File: config.mk
export PLATFORM = sky130hd
export DESIGN_NAME = car_park_gate_ctrl
export DESIGN_NICKNAME = d
export VERILOG_FILES = /design/src/rtl/car_park_gate_ctrl.sv
export SDC_FILE = /design/constraint.sdc
export NUM_CORES = 1
export LEC_CHECK = 0
export CAP_MARGIN = 20
export CORE_MARGIN = 2
export CORE_UTILIZATION = 36
export CTS_CLUSTER_SIZE = 8
export DETAILED_ROUTE_END_ITERATION = 12
export GPL_TIMING_DRIVEN = 0
export RECOVER_POWER = 100
export SLEW_MARGIN = 20
export SYNTH_ARGS = -nofsm -noshare
export SYNTH_HDL_FRONTEND = slang
export SYNTH_SLANG_ARGS = --single-unit
File: constraint.sdc
create_clock -name clk -period 2.3 [get_ports clk]
set_input_delay 0.46 -clock clk [delete_from_list [all_inputs] [get_ports clk]]
set_output_delay 0.46 -clock clk [all_outputs]
set_load 0.02 [all_outputs]
File: src/rtl/car_park_gate_ctrl.sv
// Shared entry/exit barrier lane controller: round-robin grant, pass/timeout
// handling, closing hold-off and ownership of the occupancy counter.
module car_park_gate_ctrl #(
  parameter int CNT_W     = 4,
  parameter int CAP       = 15,
  parameter int OPEN_CYC  = 8,
  parameter int CLOSE_CYC = 2
) (
  input  logic             clk,
  input  logic             reset,
  input  logic             entry_req,
  input  logic             exit_req,
  input  logic             car_passed,
  output logic             gate_open,
  output logic             entry_grant,
  output logic             exit_grant,
  output logic             inc,
  output logic             dec,
  output logic [CNT_W-1:0] count,
  output logic             full,
  output logic             empty,
  output logic             timeout_err
);

  localparam int TMR_W = $clog2((OPEN_CYC > CLOSE_CYC) ? OPEN_CYC : CLOSE_CYC) + 1;
  localparam logic [CNT_W-1:0] CAP_V      = CNT_W'(CAP);
  localparam logic [TMR_W-1:0] OPEN_LAST  = TMR_W'(OPEN_CYC - 1);
  localparam logic [TMR_W-1:0] CLOSE_LAST = TMR_W'(CLOSE_CYC - 1);

  typedef enum logic [1:0] {IDLE, OPEN_ENT, OPEN_EXT, CLOSE} state_t;

  state_t           state_q, state_d;
  logic             last_exit_q, last_exit_d;  // 1 when the exit side was served last
  logic [TMR_W-1:0] timer_q, timer_d;
  logic             gate_open_q, gate_open_d;
  logic             entry_grant_q, entry_grant_d;
  logic             exit_grant_q, exit_grant_d;
  logic             inc_q, inc_d;
  logic             dec_q, dec_d;
  logic             timeout_err_q, timeout_err_d;
  logic [CNT_W-1:0] count_q, count_d;

  logic ent_ok, ext_ok, is_ent;

  assign full   = (count_q == CAP_V);
  assign empty  = (count_q == '0);
  assign ent_ok = entry_req && !full;
  assign ext_ok = exit_req && !empty;
  assign is_ent = (state_q == OPEN_ENT);

  always_comb begin
    state_d       = state_q;
    last_exit_d   = last_exit_q;
    timer_d       = timer_q;
    gate_open_d   = 1'b0;
    entry_grant_d = 1'b0;
    exit_grant_d  = 1'b0;
    inc_d         = 1'b0;
    dec_d         = 1'b0;
    timeout_err_d = 1'b0;
    count_d       = count_q;
    case (state_q)
      IDLE: begin
        timer_d = '0;
        // Entry wins only when exit is not competing or exit went last.
        if (ent_ok && (!ext_ok || last_exit_q)) begin
          state_d       = OPEN_ENT;
          gate_open_d   = 1'b1;
          entry_grant_d = 1'b1;
        end else if (ext_ok) begin
          state_d      = OPEN_EXT;
          gate_open_d  = 1'b1;
          exit_grant_d = 1'b1;
        end
      end
      OPEN_ENT, OPEN_EXT: begin
        if (car_passed) begin
          inc_d       = is_ent;
          dec_d       = !is_ent;
          count_d     = is_ent ? count_q + 1'b1 : count_q - 1'b1;
          last_exit_d = !is_ent;
          state_d     = CLOSE;
          timer_d     = '0;
        end else if (timer_q == OPEN_LAST) begin
          timeout_err_d = 1'b1;
          last_exit_d   = !is_ent;
          state_d       = CLOSE;
          timer_d       = '0;
        end else begin
          timer_d       = timer_q + 1'b1;
          gate_open_d   = 1'b1;
          entry_grant_d = is_ent;
          exit_grant_d  = !is_ent;
        end
      end
      CLOSE: begin
        if (timer_q == CLOSE_LAST) begin
          state_d = IDLE;
          timer_d = '0;
        end else begin
          timer_d = timer_q + 1'b1;
        end
      end
      default: state_d = IDLE;
    endcase
  end

  always_ff @(posedge clk) begin
    if (reset) begin
      state_q       <= IDLE;
      last_exit_q   <= 1'b0;
      timer_q       <= '0;
      gate_open_q   <= 1'b0;
      entry_grant_q <= 1'b0;
      exit_grant_q  <= 1'b0;
      inc_q         <= 1'b0;
      dec_q         <= 1'b0;
      timeout_err_q <= 1'b0;
      count_q       <= '0;
    end else begin
      state_q       <= state_d;
      last_exit_q   <= last_exit_d;
      timer_q       <= timer_d;
      gate_open_q   <= gate_open_d;
      entry_grant_q <= entry_grant_d;
      exit_grant_q  <= exit_grant_d;
      inc_q         <= inc_d;
      dec_q         <= dec_d;
      timeout_err_q <= timeout_err_d;
      count_q       <= count_d;
    end
  end

  assign gate_open   = gate_open_q;
  assign entry_grant = entry_grant_q;
  assign exit_grant  = exit_grant_q;
  assign inc         = inc_q;
  assign dec         = dec_q;
  assign timeout_err = timeout_err_q;
  assign count       = count_q;

endmodule

==> reports/results.tsv, run 1 <==
stage	metric	value	unit
clocking	hold_buffers	0	
critical_path	cpPeakStageDelay	670	ps
sta	hold_ws	483.2	ps
power_and_ir_drop	leakage	0.5132	nW
critical_path	critPathTopFamily	buffers and inverters	
drt	wl_per_cell	12.10	um
clocking	root_buffer	clkbuf_4	
critical_path	cp_max_fo	7	
sta	slew_headroom	69.52	%
power_and_ir_drop	ir_drop	0.6487	mV
yosys	async_flop_share	0	%
drt	vias	773	
clocking	post_cts_buffers	0	
drt	wl	1815	um
yosys	synth_top_cells_by_count	dfxtp_1 (17), nor2_1 (12), ha_1 (9), inv_1 (9), a21oi_1 (7)	
yosys	synth_top_cells_by_area	dfxtp_1 (37%), ha_1 (12%), nor2_1 (4.8%), a21oi_1 (3.8%), inv_1 (3.6%)	
yosys	yosysUniqueCellTypes	31	
global_routing	grt_usage	14.76	%
final_layout	num-fill-cells	232	
clocking	clock_sinks	17	
hold_path	min_path_type	reg2reg	
placed_design	pre_cts_ws	28.37	ps
yosys	synth-seq-cells	17	
floorplan	die_h	54.82	um
yosys	synth_ff_type	dfxtp_1	
floorplan	initial_utilization	37.87	%
sta	tightest_slew	457.2	ps
run	max-cap-violations	0	
clocking	path_clk_slew	100	ps
sta	rsz0062_at_grt	false	
critical_path	critical_path_required	1840	ps
sta	fin_crit_sh	95.39	%
global_routing	antenna_found_initial	0	
global_routing	grt_pass1_wl	3167	um
outcome	status	finished, final reports clean	
placed_design	io_buffers	16	
yosys	yosysTopAreaCell	dfxtp_1	
clocking	htree_levels	1	
yosys	synth_edf_count	0	
yosys	synth.most_common_cell	dfxtp_1	
floorplan	dieArea	3005	sq um
yosys	syn_area_per_cell	9.296	sq um
critical_path	worstSetupPathType	reg2out	
power_and_ir_drop	power	0.001387	W
placed_design	gp_congestion	0.7378	
drt	first_pass_iters	4	
sta	period_minus_slack	2194	ps
critical_path	cp_cell_sequence	nor4_4, clkdlybuf4s50_1	
clocking	cts_tree	built	
yosys	synth_nets	115	
yosys	synthCells	100	
floorplan	fp-row-count	18	
power_and_ir_drop	p_per_area	1193	nW/um^2
placed_design	post_dp_cell_area	1127	sq um
drt	detail-route-antenna-nets	0	
drt	drt_iter0_drc	14	
yosys	syn_area	929.6	sq um
final_layout	area.growth.synth_to_final	25.03	%
final_layout	nets	136	
critical_path	crit_path_start_kind	register	
yosys	yosysWarnings	0	
sta	final_max_slew_viol_count	0	
sta	clock_skew	8.736	ps
critical_path	critPathSlowestCell	clkdlybuf4s50_1	
yosys	ys_seq_area_share	36.61	%
drt	drc	0	
final_layout	layout-drive-gt1-share	11.67	%
clocking	clockBufferDepth	2	
sta	worst_slack	106.0	ps
floorplan	fp.coreArea	2455	sq um
drt	routed_via_density	5.153	
yosys	yosys.area.top_type_share	36.61	%
global_routing	grt_start_max_net_pins	11	
global_routing	grt-ovfl-total	0	
sta	finalHoldViolations	0	
sta	tns	0	ps
final_layout	antenna-diode-count	0	
sta	setup_viol	0	
final_layout	postLayoutCellArea	1162	sq um
floorplan	ioPinCount	17	
floorplan	fp.dieW	54.82	um
global_routing	grt_pass1_vias	719	
clocking	clock_latency	290	ps
placed_design	hpwl	1435	um
clocking	cts_buffers	3	
critical_path	critPathArrivalTime	1730	ps
critical_path	cp_num_buf_inv	1	
clocking	cts-resized-gates	1	
critical_path	worstSetupEndpointType	output pin	
sta	fmax	455.8	MHz
## final cells by class
| cell class | count | area (sq um) | area share [%] |
|---|---|---|---|
| multi-input cells | 73 | 556.8 | 47.90 |
| inverters | 9 | 33.78 | 2.906 |
| plain buffers | 1 | 3.754 | 0.3229 |
| repair buffers | 16 | 160.2 | 13.78 |
| well taps | 30 | 37.54 | 3.229 |
| flip-flops and latches | 17 | 344.1 | 29.60 |
| clock buffers | 4 | 26.28 | 2.261 |
## metrics by stage
| stage | util (%) | std cells |
|---|---|---|
| after floorplan | - | 100 |
| after global placement | 45.92 | 146 |
| after detailed placement | 45.92 | 146 |
| after CTS | 47.35 | 150 |
| after global routing | 47.35 | 150 |
| final | 47.35 | 150 |
## worst reg2reg max path, cell delays in order (launching register included)
cell	delay [ps]
dfxtp_2	350
inv_1	90
ha_1	260
inv_2	110
ha_1	280
a21o_1	180
a21oi_1	170
mux2i_1	270
mux2_1	340
## registers in the layout, summed over array words and instances (netlist names)
signal       cells
count            4
timer_q          4
state_q          2
dec              1
entry_grant      1
exit_grant       1
gate_open        1
inc              1
last_exit_q      1
timeout_err      1
## cells by family (layout without fill, tap and decap cells)
group                      Yosys count  count (layout)  synth area share (%)
buffers and inverters               10              30                 4.037
xor gates and xnor gates             4               4                 3.769
muxes                                5               5                 6.056
adders and majority gates           10              10                 14.27
AOI/OAI and AO/OA                   20              20                 16.29
and+or+nand+nor                     34              34                 18.98
DFF                                 17              17                 36.61
## cell usage in the layout (no fill, tap or decap)
cell	instances
dfxtp_1	14
nor2_1	12
dlygate4sd3_1	10
ha_1	9
inv_1	8
a21oi_1	7
nand2_1	6
clkdlybuf4s50_1	6
nand3_1	4
nor3_1	4
mux2i_1	3
clkbuf_4	3
dfxtp_2	3
clkbuf_1	2
o21ai_0	2
nand2b_1	2
nor3b_1	2
xor2_1	2
a21o_1	2
o2111ai_1	2
xnor2_1	2
inv_2	1
nor4_4	1
nand4_2	1
and3b_2	1
o22ai_1	1
o41ai_2	1
a211oi_1	1
a311oi_1	1
nor2b_1	1
mux2_1	1
a211oi_2	1
a311oi_2	1
mux2_2	1
o211ai_1	1
fa_1	1
## final timing paths
path                            startpoint         end  slack [ps]  depth (start not counted)
worst max-delay path              count[0]       empty         110                          2
worst min-delay path            timer_q[0]  timer_q[0]         480                          1
worst max register to register  state_q[1]    count[3]         150                          8
worst min register to register  timer_q[0]  timer_q[0]         480                          1
## layer usage
| layer | global-route usage (%) | vias to the layer above | routed length, um |
|---|---|---|---|
| li1 | - | 392 | - |
| met1 | 20.56 | 361 | 875 |
| met2 | 21.63 | 15 | 828 |
| met3 | 3.279 | 5 | 77 |
| met4 | 6.250 | 0 | 33 |
| met5 | 0 | - | 0 |
## where the power goes
part	switching, W	leakage (nW)	internal, W
sequential	0.000105	0.140	0.000377
clock	0.0000923	0.0150	0.0000674
combinational	0.000388	0.358	0.000356
Note: power is estimated with default switching activity, not from simulation.
==> inputs of run 2 (changes only) <==
--- a/config.mk
+++ b/config.mk
@@ -11,6 +11,7 @@
 export CTS_CLUSTER_SIZE = 8
 export DETAILED_ROUTE_END_ITERATION = 12
 export GPL_TIMING_DRIVEN = 0
+export MAX_ROUTING_LAYER = met4
 export RECOVER_POWER = 100
 export SLEW_MARGIN = 20
 export SYNTH_ARGS = -nofsm -noshare
==> run 2 against run 1 <==
Register-to-register slack worse by 30 ps. Non-clock buffer count did not move. Setup slack lost 1.0 ps. Routed wire length rose by 0.33%. Die area is the same. Total power is 0.10% higher. Design area stayed put. Highest routed layer unchanged. Critical path type unchanged.
==> reports/results.tsv, run 2 (same netlist as run 1, synthesis figures left out) <==
stage	metric	value	unit
hold_path	hold_end	timer_q[0]	
drt	vias	775	
final_layout	area.growth.synth_to_final	25.03	%
placed_design	hpwl	1435	um
final_layout	layout_commonest_cell	dfxtp_1	
global_routing	antenna_found_initial	0	
drt	drt_iter0_drc	17	
final_layout	antenna-diode-count	0	
drt	wl_per_cell	12.14	um
critical_path	regToRegStartpoint	state_q[1]	
final_layout	final_cell_mix	dfxtp_1 (14), nor2_1 (12), dlygate4sd3_1 (10)	
critical_path	r2r_slack	120	ps
sta	tns	0	ps
drt	first_pass_iters	4	
floorplan	initial_utilization	37.87	%
sta	fmax	455.6	MHz
critical_path	critical_path_required	1840	ps
floorplan	die_h	54.82	um
clocking	hold_buffers	0	
clocking	clock_latency	290	ps
drt	drc	0	
power_and_ir_drop	leakage	0.5132	nW
final_layout	num-fill-cells	232	
floorplan	fp.coreArea	2455	sq um
critical_path	critPathArrivalTime	1740	ps
final_layout	layout-drive-gt1-share	11.67	%
sta	fin_crit_sh	95.44	%
global_routing	grt_pass1_vias	718	
sta	setup_viol	0	
sta	tightest_slew	464.2	ps
global_routing	grt_pass1_wl	3174	um
clocking	path_clk_slew	100	ps
power_and_ir_drop	p_per_area	1194	nW/um^2
sta	period_minus_slack	2195	ps
critical_path	worstSetupStartpoint	count[0]	
floorplan	fp-row-count	18	
floorplan	ioPinCount	17	
placed_design	io_buffers	16	
final_layout	nets	136	
drt	detail-route-antenna-nets	0	
sta	finalHoldViolations	0	
outcome	status	finished, final reports clean	
hold_path	hp-start	timer_q[0]	
sta	rsz0062_at_grt	false	
critical_path	crit_path_start_kind	register	
clocking	htree_levels	1	
critical_path	rr_worst_depth	8	
global_routing	grt_usage	15.18	%
power_and_ir_drop	power	0.001388	W
run	max-cap-violations	0	
critical_path	worstSetupEndpointType	output pin	
hold_path	hold_path_depth	1	
global_routing	grt_start_max_net_pins	11	
critical_path	cp_max_fo	7	
power_and_ir_drop	ir_drop	0.6487	mV
sta	clock_skew	9.025	ps
clocking	clockBufferDepth	2	
final_layout	final_util	47.35	%
clocking	cts_buffers	3	
drt	routed_via_density	5.167	
critical_path	worstSetupPathType	reg2out	
clocking	cts_tree	built	
critical_path	worstReg2RegEnd	count[3]	
floorplan	dieArea	3005	sq um
clocking	root_buffer	clkbuf_4	
floorplan	fp.dieW	54.82	um
sta	slew_headroom	69.05	%
placed_design	gp_congestion	0.7470	
global_routing	grt-ovfl-total	0	
clocking	clock_sinks	17	
sta	final_max_slew_viol_count	0	
hold_path	min_path_type	reg2reg	
drt	wl	1821	um
clocking	post_cts_buffers	0	
==> run 2: cell counts in the layout (fill, tap and decap cells not counted) <==
Identical to the previous run, type by type.
==> run 2: how the worst max path moves through the flow <==
stage | cells after the start | to | slack, ps
after floorplan | 8 | count[3] | 290
after global placement | 8 | count[3] | 3
after detailed placement | 8 | count[3] | 30
after CTS | 3 | full | 10
after global routing | 2 | empty | 20
final | 2 | empty | 100
==> run 2: metrics by stage <==
step	setup slack (ps)	hold WS [ps]	std cells	instance area [sq um]
5_1_grt	19.78	530.2	150	1162
3_3_place_gp	2.928	446.6	146	1127
6_report	104.9	483.2	150	1162
4_1_cts	11.59	490.8	150	1162
3_5_place_dp	28.37	469.0	146	1127
2_1_floorplan	290.7	433.3	100	929.6
==> run 2: critical path, cell delays in order, from the launching register on <==
cell,delay (ps)
dfxtp_2,400
nor4_4,370
clkdlybuf4s50_1,670
==> run 2: cell type report <==
type	count	area [sq um]	share of cell area [%]
multi-input cells	73	556.8	47.90
clock buffers	4	26.28	2.261
repair buffers	16	160.2	13.78
flip-flops and latches	17	344.1	29.60
well taps	30	37.54	3.229
plain buffers	1	3.754	0.3229
inverters	9	33.78	2.906
==> run 2: where the power goes <==
group,switching [W],internal [W],leakage (nW)
Clock,0.0000925,0.0000674,0.0150
Combinational,0.000390,0.000357,0.358
Sequential,0.000105,0.000377,0.140
==> run 2: what timing repair did <==
action / CTS / global route
setup endpoints to repair: 1 / 3
gates resized for setup: 1 / 4
pin swaps: 0 / 0
==> run 2: per-layer routing <==
metal  track usage [%]  part of all wire (%)  vias up
met5                 -                     0        -
met4             6.250                   1.7        0
met3             3.279                   3.0        5
met2             21.63                    46       15
met1             20.56                    50      364
li1                  -                     -      391
==> inputs of run 3 (changes only) <==
--- a/config.mk
+++ b/config.mk
@@ -7,7 +7,7 @@
 export LEC_CHECK = 0
 export CAP_MARGIN = 20
 export CORE_MARGIN = 2
-export CORE_UTILIZATION = 36
+export CORE_UTILIZATION = 40
 export CTS_CLUSTER_SIZE = 8
 export DETAILED_ROUTE_END_ITERATION = 12
 export GPL_TIMING_DRIVEN = 0
==> run 3 against run 2 <==
Sequential share of layout area increased by 0.11 points. Setup slack improved by 29 ps. Maximum frequency increased by 1.3%. Register-to-register slack improved by 60 ps. Sequential cell count unchanged. Core utilization grew 5.2 points. Global-route usage increased by 0.75 points. Cell count shrank 1.3%. Largest cell class unchanged.
==> reports/results.tsv, run 3 (same netlist as run 1, synthesis figures left out) <==
stage	metric	value	unit
sta	tightest_slew	455.9	ps
critical_path	cpPeakStageDelay	670	ps
sta	setup_viol	0	
sta	finalHoldViolations	0	
critical_path	critical_path_required	1840	ps
clocking	clock_sinks	17	
placed_design	post_dp_cell_area	1125	sq um
sta	clock_skew	11.89	ps
outcome	status	finished, final reports clean	
run	max-cap-violations	0	
global_routing	grt_start_max_net_pins	11	
global_routing	antenna_found_initial	0	
placed_design	gp_congestion	0.7824	
drt	routed_via_density	5.203	
final_layout	num-fill-cells	228	
clocking	clock_latency	300	ps
sta	hold_ws	477.7	ps
drt	detail-route-antenna-nets	0	
final_layout	nets	136	
critical_path	critPathTopFamily	buffers and inverters	
final_layout	seqCellArea	345.3	sq um
sta	slew_headroom	69.61	%
drt	drc	0	
placed_design	io_buffers	16	
floorplan	fp.dieW	52.21	um
critical_path	cp_num_buf_inv	1	
final_layout	postLayoutCellArea	1162	sq um
clocking	cts_tree	built	
critical_path	critPathSlowestCell	clkdlybuf4s50_1	
floorplan	fp.coreArea	2212	sq um
drt	drt_iter0_drc	10	
global_routing	grt_pass1_vias	683	
final_layout	multiInputGateArea	556.8	sq um
clocking	htree_levels	1	
final_layout	layout_commonest_cell	dfxtp_1	
global_routing	grt_pass1_wl	3022	um
clocking	clockBufferDepth	2	
critical_path	worstSetupPathType	reg2out	
sta	tns	0	ps
critical_path	worstSetupEndpointType	output pin	
power_and_ir_drop	leakage	0.5165	nW
final_layout	final_cell_mix	dfxtp_1 (13), nor2_1 (12), dlygate4sd3_1 (10)	
hold_path	min_path_type	reg2reg	
critical_path	cp_cell_sequence	nor4_4, clkdlybuf4s50_1	
power_and_ir_drop	ir_drop	0.8960	mV
floorplan	ioPinCount	17	
floorplan	initial_utilization	42.02	%
critical_path	crit_path_start_kind	register	
final_layout	antenna-diode-count	0	
floorplan	die_h	52.21	um
critical_path	critPathArrivalTime	1710	ps
power_and_ir_drop	power	0.001389	W
sta	period_minus_slack	2166	ps
clocking	path_clk_slew	90	ps
floorplan	fp-row-count	17	
placed_design	hpwl	1345	um
drt	wl_per_cell	11.88	um
power_and_ir_drop	p_per_area	1195	nW/um^2
critical_path	cp_max_fo	7	
final_layout	area.growth.synth_to_final	25.03	%
final_layout	layout-drive-gt1-share	13.33	%
floorplan	dieArea	2726	sq um
clocking	cts_buffers	3	
drt	vias	770	
sta	final_max_slew_viol_count	0	
sta	fin_crit_sh	94.17	%
global_routing	grt-ovfl-total	0	
clocking	hold_buffers	0	
sta	fmax	461.7	MHz
clocking	root_buffer	clkbuf_4	
global_routing	grt_usage	15.93	%
sta	rsz0062_at_grt	false	
drt	wl	1758	um
drt	first_pass_iters	4	
-- run 3: worst paths after layout --
check / from / depth (start not counted) / slack [ps] / end
worst max-delay path: count[0] / 2 / 130 / empty
worst min-delay path: timer_q[0] / 1 / 480 / timer_q[0]
worst max register to register: state_q[1] / 8 / 180 / count[3]
worst min register to register: timer_q[0] / 1 / 480 / timer_q[0]
-- run 3: layout make-up --
class | instances | area share, %
Timing Repair Buffer | 16 | 13.78
Tap cell | 28 | 3.014
Sequential cell | 17 | 29.71
Clock inverter | 1 | 0.4306
Clock buffer | 3 | 1.938
Multi-Input combinational cell | 73 | 47.90
Inverter | 9 | 2.906
Buffer | 1 | 0.3229
-- run 3: metrics by stage --
step                      util [%]  cells  setup slack (ps)
final                        52.55    148             134.0
after global routing         52.55    148             63.36
after CTS                    52.49    148             12.33
after detailed placement     50.85    144             86.42
after global placement       50.85    144             54.38
after floorplan                  -    100             290.7
-- run 3: worst reg2reg max path, cell delays in order (launching register included) --
cell	delay, ps
dfxtp_1	390
inv_1	100
ha_1	240
inv_2	140
ha_1	240
a21o_1	170
a21oi_1	160
mux2i_1	240
mux2_1	330
-- run 3: repair_timing --
item / in CTS / in global routing
resized for setup: 1 / 5
setup endpoints to repair: 1 / 3
buffers inserted: 0 / 0
endpoints found under the hold margin: 0 / 0
-- run 3: metal layers --
metal	vias up	global-route usage (%)	part of all wire (%)
met3	2	6.000	4.9
met5	-	-	0
met2	15	23.42	43
met1	360	20.28	51
met4	0	5.128	0.97
li1	393	-	-
-- run 3: where the power goes --
group / internal [W] / switching (W) / total [W]
Sequential: 0.000379 / 0.000107 / 0.000487
Clock: 0.0000647 / 0.0000973 / 0.000162
Combinational: 0.000356 / 0.000385 / 0.000741
Total: 0.000800 / 0.000589 / 0.00139
